--- src/rtl/hazard_stall_unit_pkg.sv ---
// Shared types and constants for the hazard stall/flush controller.
package hazard_stall_unit_pkg;

  typedef enum logic {
    HZ_RUN      = 1'b0,
    HZ_MEM_WAIT = 1'b1
  } hz_state_e;

  localparam logic [4:0] NOP_RD = 5'd0;

endpackage

--- src/rtl/hazard_stall_unit_sat_counter.sv ---
// Saturating up-counter with synchronous active-high reset.
module sat_counter #(
  parameter int unsigned W = 16
) (
  input  logic         clk,
  input  logic         rst,
  input  logic         inc,
  output logic [W-1:0] count
);

  logic [W-1:0] count_q;
  logic [W-1:0] count_d;

  always_comb begin
    count_d = count_q;
    if (inc && (count_q != '1)) begin
      count_d = count_q + 1'b1;
    end
  end

  always_ff @(posedge clk) begin
    if (rst) begin
      count_q <= '0;
    end else begin
      count_q <= count_d;
    end
  end

  assign count = count_q;

endmodule

--- src/rtl/hazard_stall_unit.sv ---
// Stall/flush controller for load-use, data-memory wait and taken-branch redirect.
module hazard_stall_unit
  import hazard_stall_unit_pkg::*;
#(
  parameter int unsigned CNT_W    = 16,
  parameter int unsigned WAIT_MAX = 255
) (
  input  logic             clk,
  input  logic             rst,
  input  logic [4:0]       id_rs1,
  input  logic [4:0]       id_rs2,
  input  logic             id_use_rs1,
  input  logic             id_use_rs2,
  input  logic [4:0]       ex_rd,
  input  logic             ex_mem_read,
  input  logic             ex_branch_taken,
  input  logic             me_mem_req,
  input  logic             me_mem_ready,
  output logic             pc_stall,
  output logic             if_id_stall,
  output logic             id_ex_stall,
  output logic             ex_me_stall,
  output logic             id_ex_bubble,
  output logic             me_wb_bubble,
  output logic             if_id_flush,
  output logic             mem_wait,
  output logic             mem_timeout,
  output logic [CNT_W-1:0] stall_cycles,
  output logic [CNT_W-1:0] flush_count
);

  localparam int unsigned WC_W = $clog2(WAIT_MAX + 1);
  localparam logic [WC_W-1:0] WC_MAX = WC_W'(WAIT_MAX);

  hz_state_e       state_q, state_d;
  logic [WC_W-1:0] wait_cnt_q, wait_cnt_d;
  logic            lu_done_q, lu_done_d;
  logic            mem_timeout_q, mem_timeout_d;

  logic freeze;
  logic lu;
  logic lu_bubble;

  always_comb begin
    freeze = me_mem_req & ~me_mem_ready;
    lu = ex_mem_read & (ex_rd != NOP_RD) &
         ((id_use_rs1 & (ex_rd == id_rs1)) | (id_use_rs2 & (ex_rd == id_rs2)));

    pc_stall     = 1'b0;
    if_id_stall  = 1'b0;
    id_ex_stall  = 1'b0;
    ex_me_stall  = 1'b0;
    id_ex_bubble = 1'b0;
    me_wb_bubble = 1'b0;
    if_id_flush  = 1'b0;
    lu_bubble    = 1'b0;

    if (!rst) begin
      if (freeze) begin
        pc_stall     = 1'b1;
        if_id_stall  = 1'b1;
        id_ex_stall  = 1'b1;
        ex_me_stall  = 1'b1;
        me_wb_bubble = 1'b1;
      end else if (ex_branch_taken) begin
        if_id_flush  = 1'b1;
        id_ex_bubble = 1'b1;
      end else if (lu && !lu_done_q) begin
        pc_stall     = 1'b1;
        if_id_stall  = 1'b1;
        id_ex_bubble = 1'b1;
        lu_bubble    = 1'b1;
      end
    end
  end

  always_comb begin
    state_d = state_q;
    case (state_q)
      HZ_RUN:      if (freeze)       state_d = HZ_MEM_WAIT;
      HZ_MEM_WAIT: if (me_mem_ready) state_d = HZ_RUN;
      default:                       state_d = HZ_RUN;
    endcase

    // wait_cnt counts frozen cycles; holding at WAIT_MAX keeps the compare stable
    wait_cnt_d = '0;
    if (freeze) begin
      wait_cnt_d = (wait_cnt_q == WC_MAX) ? wait_cnt_q : wait_cnt_q + 1'b1;
    end
    mem_timeout_d = mem_timeout_q | (freeze & (wait_cnt_d == WC_MAX));

    // A held EX (freeze) keeps the "already bubbled" memory for the same pair
    lu_done_d = lu_bubble | (freeze & lu_done_q);
  end

  always_ff @(posedge clk) begin
    if (rst) begin
      state_q       <= HZ_RUN;
      wait_cnt_q    <= '0;
      lu_done_q     <= 1'b0;
      mem_timeout_q <= 1'b0;
    end else begin
      state_q       <= state_d;
      wait_cnt_q    <= wait_cnt_d;
      lu_done_q     <= lu_done_d;
      mem_timeout_q <= mem_timeout_d;
    end
  end

  assign mem_wait    = (state_q == HZ_MEM_WAIT);
  assign mem_timeout = mem_timeout_q;

  sat_counter #(.W(CNT_W)) u_stall_cnt (
    .clk   (clk),
    .rst   (rst),
    .inc   (pc_stall),
    .count (stall_cycles)
  );

  sat_counter #(.W(CNT_W)) u_flush_cnt (
    .clk   (clk),
    .rst   (rst),
    .inc   (if_id_flush),
    .count (flush_count)
  );

endmodule
--- config.mk ---
export PLATFORM = sky130hd
export DESIGN_NAME = hazard_stall_unit
export DESIGN_NICKNAME = d
export VERILOG_FILES = /design/src/rtl/hazard_stall_unit_pkg.sv /design/src/rtl/hazard_stall_unit_sat_counter.sv /design/src/rtl/hazard_stall_unit.sv
export SDC_FILE = /design/constraint.sdc
export NUM_CORES = 1
export LEC_CHECK = 0
export CAP_MARGIN = 20
export CORE_ASPECT_RATIO = 1.25
export CORE_MARGIN = 2
export CORE_UTILIZATION = 40
export CTS_CLUSTER_DIAMETER = 30
export DETAILED_ROUTE_END_ITERATION = 16
export GPL_TIMING_DRIVEN = 0
export PLACE_DENSITY = 0.67
export SKIP_CTS_REPAIR_TIMING = 1
export SLEW_MARGIN = 25
export SYNTH_ARGS = -nofsm -noshare
export SYNTH_HDL_FRONTEND = slang
export SYNTH_SLANG_ARGS = --single-unit
--- constraint.sdc ---
create_clock -name clk -period 5.1 [get_ports clk]
set_input_delay 0.765 -clock clk [delete_from_list [all_inputs] [get_ports clk]]
set_output_delay 0.765 -clock clk [all_outputs]
set_load 0.02 [all_outputs]
# Yosys cells after proc, flatten, opt, wreduce, memory -nomap -nowiden
# Index checks and enable logic that the tools add are counted.
[classes]
reduce_logical = 5
n_bitwise = 12
add_sub_neg = 3
muxes = 18
eq_ne = 6
[ops]
columns = ["cell", "count"]
rows = [
  ["adder 16 x 1 -> 16 bit (second input constant)", 2],
  ["inequality test 16 bit (second input constant)", 2],
  ["== test 8 bit (second input constant)", 2],
  ["2-to-1 mux 8 bit", 2],
  ["2-to-1 mux 1 bit", 15],
  ["== test 5 bit", 2],
  ["adder 8 x 1 -> 8 bit (second input constant)", 1],
  ["bitwise AND 1 bit", 7],
  ["nonzero test 5 bit", 1],
  ["logical AND 1 bit", 3],
  ["OR 1 bit", 3],
  ["inverter 1 bit", 2],
  ["case mux 1 bit (2 select lines)", 1],
  ["logical NOT 1 bit", 1],
]
[word_totals]
input_bits = 23
out_inout_bits = 41
register_bits = 43
elab_cells = 50

# Logic depth before layout (Yosys ltp)
[depth]
ltp_word = 10
depth_mapped = 8

# By module
# Synthesis repeated with hierarchy kept, for this count alone.
[unflattened]
cells_unflattened = 294
hier_area_um2 = 2439.8
[by_module_without_submodules]
columns = ["module", "instances", "cells_each", "area_per_inst_um2", "seq_area_each_um2"]
rows = [
  ["sat_counter", 2, 99, 848.3, 320.3],
  ["hazard_stall_unit", 1, 96, 743.2, 220.2],
]

# Worst setup path before layout
# Ideal clock, no wire load.
[synth_path]
path_kind = "input port to output port"
startpoint = "in ex_rd[1]"
endpoint = "out pc_stall"
n_path_buf = 2
arrival_time_ns = 2.186
slack_ns = 2.149
cell_stages = 7
path_cell_list = "or4_1 -> o21ai_2 -> nor3_1 -> a21oi_4 -> buf_6 -> inv_1 -> buf_4"
[synth_via]
elab_chain_len = 9
elab_cells_between_ends = 13
[synth_lines]
columns = ["item", "line", "source"]
rows = [
  ["start: declaration", "hazard_stall_unit.sv:14", "input logic [4:0] ex_rd,"],
  ["== test 5 bit", "hazard_stall_unit.sv:47", "((id_use_rs1 & (ex_rd == id_rs1)) | (id_use_rs2 & (ex_rd == id_rs2)));"],
  ["bitwise AND 1 bit", "hazard_stall_unit.sv:47", ""],
  ["OR 1 bit", "hazard_stall_unit.sv:47", ""],
  ["bitwise AND 1 bit *", "hazard_stall_unit.sv:46", "lu = ex_mem_read & (ex_rd != NOP_RD) &"],
  ["logical AND 1 bit *", "hazard_stall_unit.sv:68", "end else if (lu && !lu_done_q) begin"],
  ["2-to-1 mux 1 bit * (4 in series)", "n/a", ""],
  ["end: declaration", "hazard_stall_unit.sv:19", "output logic pc_stall,"],
]
# Mark *: on every way between the ends. The rest lies on a longest branch, timed or not.

# Worst setup path after layout
[layout_path]
startpoint = "in ex_rd[1]"
endpoint = "out pc_stall"
[layout_via]
elab_chain_len = 9
elab_cells_between_ends = 13
[layout_lines]
columns = ["item", "line", "source"]
rows = [
  ["== test 5 bit", "hazard_stall_unit.sv:47", ""],
  ["bitwise AND 1 bit", "hazard_stall_unit.sv:47", ""],
  ["OR 1 bit", "hazard_stall_unit.sv:47", ""],
  ["bitwise AND 1 bit *", "hazard_stall_unit.sv:46", ""],
  ["logical AND 1 bit *", "hazard_stall_unit.sv:68", ""],
  ["2-to-1 mux 1 bit *", "hazard_stall_unit.sv:68", ""],
  ["2-to-1 mux 1 bit *", "hazard_stall_unit.sv:65", "end else if (ex_branch_taken) begin"],
  ["2-to-1 mux 1 bit *", "hazard_stall_unit.sv:59", "if (freeze) begin"],
  ["2-to-1 mux 1 bit *", "hazard_stall_unit.sv:58", "if (!rst) begin"],
]
# Marks and branches as above.

==> impl_metrics.tcl <==
set metrics [dict create \
    yosysSeqAreaShare_pct 36.2 \
    core_mm2 0.00578 \
    critPathArrivalTime_ps 3300 \
    max_slew_margin_pct 63.4 \
    diodes 0 \
    status "complete, no violations" \
    final_cell_area_mm2 0.00321 \
    p_per_area_mw_per_mm2 215 \
    rows 31 \
    reg2reg_setup_slack_ps 2910 \
    grt_pass1_wl_mm 9.58 \
    rsz0062_at_grt "false" \
    synth-edff-count 0 \
    drtAntennaViolNets 0 \
    ys_ff_latch 43 \
    yosysTopAreaCell "dfxtp_1" \
    layout-drive-gt1-share_pct 10.1 \
    tightest_slew_ps 549 \
    cts_made_buffers 5 \
    avgRoutedWirePerCell_um 14.1 \
    max-cap-violations 0 \
    clkLatencyLatePin_ps 300 \
    drt_first_pass_iters 4 \
    place_congestion 0.779 \
    vias 2235 \
    synth_ff_type "dfxtp_1" \
    cts_tree "done" \
    cts_buffer_depth 2 \
    postSynthCellCount 275 \
    nets 371 \
    crit_type "in -> out" \
    max_stage_delay_ps 570 \
    viasPerCell 5.42 \
    areaGrowthSynthToFinish_pct 35.0 \
    drv_slew 0 \
    dieArea_mm2 0.00658 \
    async_flop_share_pct 0 \
    die_x_um 72.9 \
    clock_sinks 43 \
    leakagePower_nw 1.12 \
    ys_top_cells_by_area "dfxtp_1, xnor2_1, nor2_1" \
    clockRootBuffer "clkbuf_8" \
    synthesis.nets 301 \
    ys_types 55 \
    drtIter0Drc 86 \
    synth_top_area_share_pct 36.2 \
    io_pins 64 \
    crit_chain "clkdlybuf4s50_1, or4_1, o21ai_2, nor3_1, a21oi_4, buf_6, inv_1, buf_4, clkdlybuf4s50_1" \
    remaining_drc_errors 0 \
    numPortBuffers 63 \
    critPathMaxFanout 10 \
    grt_use_total_pct 18.2 \
    fmax_mhz 246 \
    ir_worst_vdd_uv 131 \
    dpl_cell_area_mm2 0.00309 \
    path_clk_slew_ps 80 \
    fillCellCount 546 \
    antenna_found_initial 0 \
    grt_max_degree 14 \
    timing.setup.tns_ps 0 \
    netlist_area_mm2 0.00238 \
    synth_commonest_cells "dfxtp_1, nor2_1, nand2_1" \
    yosysMostFrequentCell "dfxtp_1" \
    cp-end-kind "output port" \
    finalHoldViolCount 0 \
    fp.dieH_um 90.2 \
    timing.final.crit_share_pct 79.8 \
    setup_viol 0 \
    postSynthAreaPerCell_um2 8.64 \
    start_util_pct 41.1 \
    dp_hpwl_mm 4.43 \
    skew_ps 5.11 \
    start_kind "input port" \
    slowest_stage "or4_1" \
    period_needed_ps 4070 \
    cp.required_ps 4340 \
    grt_pass1_vias 2114 \
    cts_max_level 2 \
    hold_path_class "reg -> reg" \
    overflow 0 \
    wirelength_mm 5.82 \
    worst_path_most_repeated_cell "clkdlybuf4s50_1" \
    ys_warn_count 0 \
]
-- cells in the final DEF (no fill, tap or decap), types with 3 or more instances in the layout --
master / instances
clkbuf_1: 4
nor2b_1: 6
nor3_1: 3
and2_1: 4
a21oi_1: 17
clkdlybuf4s50_1: 63
and4_1: 3
mux2_4: 3
and3_1: 8
o21ai_0: 10
nand2_1: 21
inv_1: 7
buf_4: 5
clkbuf_8: 6
xor2_1: 5
xnor2_1: 17
ha_1: 3
nand3_1: 16
a31oi_1: 3
nor2_1: 28
nand4_1: 7
or4_1: 8
dfxtp_1: 43
or3_1: 8
o31ai_1: 7
-- logic make-up (layout without fill, tap and decap cells) --
| logic type | Yosys count | in the layout | synth area share (%) |
|---|---|---|---|
| and+or+nand+nor | 128 | 128 | 31.1 |
| buffers and inverters | 20 | 91 | 4.63 |
| DFF | 43 | 43 | 36.2 |
| xor gates and xnor gates | 22 | 22 | 8.11 |
| muxes | 6 | 6 | 3.21 |
| adders and majority gates | 3 | 3 | 1.58 |
| AOI/OAI and AO/OA | 53 | 53 | 15.2 |
-- sequential cells by signal, summed over array words and instances (netlist names) --
register / flops
u_flush_cnt.count: 16
u_stall_cnt.count: 16
wait_cnt_q: 8
lu_done_q: 1
mem_timeout: 1
mem_wait: 1
-- metrics by stage --
stage	power (mW)	instances	utilization, %	hold WS (ps)	setup WS, ps
6_report	0.688	412	55.5	484	1030
5_1_grt	0.715	412	55.5	522	915
4_1_cts	0.695	412	55.5	491	1010
3_5_place_dp	0.418	404	53.5	469	1010
3_3_place_gp	0.418	404	53.5	461	1020
2_1_floorplan	0.383	275	-	441	2150
-- critical path: cells and delay by family --
family                 cells  cell delay [ps]
AND/OR/NAND/NOR            2              660
buffers and inverters      5             1450
AO/OA/AOI/OAI              2              430
-- worst paths after layout --
check                       startpoint              endpoint  cells after the start
hold / removal               lu_done_q             lu_done_q                      2
setup reg to reg  u_stall_cnt.count[0]  u_stall_cnt.count[5]                      7
setup / recovery              ex_rd[1]              pc_stall                      9
hold reg to reg              lu_done_q             lu_done_q                      2
-- report_power, final --
| group | switching (mW) | total [mW] | internal (mW) |
|---|---|---|---|
| clock network | 0.120 | 0.278 | 0.159 |
| registers | 0.00270 | 0.341 | 0.338 |
| logic | 0.0323 | 0.0691 | 0.0368 |
| total | 0.155 | 0.688 | 0.533 |
-- per-layer routing --
| metal | routed length [um] | GRT usage [%] | share of wire [%] |
|---|---|---|---|
| met5 | 0 | 0 | 0 |
| met4 | 133 | 7.56 | 2.3 |
| met3 | 306 | 5.27 | 5.3 |
| met2 | 2880 | 30.5 | 50 |
| met1 | 2500 | 21.2 | 43 |
-- cell type report --
class / count / area [um^2] / area share, %
Buffer: 13 / 83.8 / 2.61
Sequential cell: 43 / 861 / 26.8
Clock inverter: 2 / 35.0 / 1.09
Inverter: 7 / 26.3 / 0.819
Timing Repair Buffer: 63 / 631 / 19.7
Tap cell: 66 / 82.6 / 2.58
Multi-Input combinational cell: 212 / 1410 / 43.8
Clock buffer: 6 / 82.6 / 2.58
Note: power is estimated with default switching activity, not from simulation.
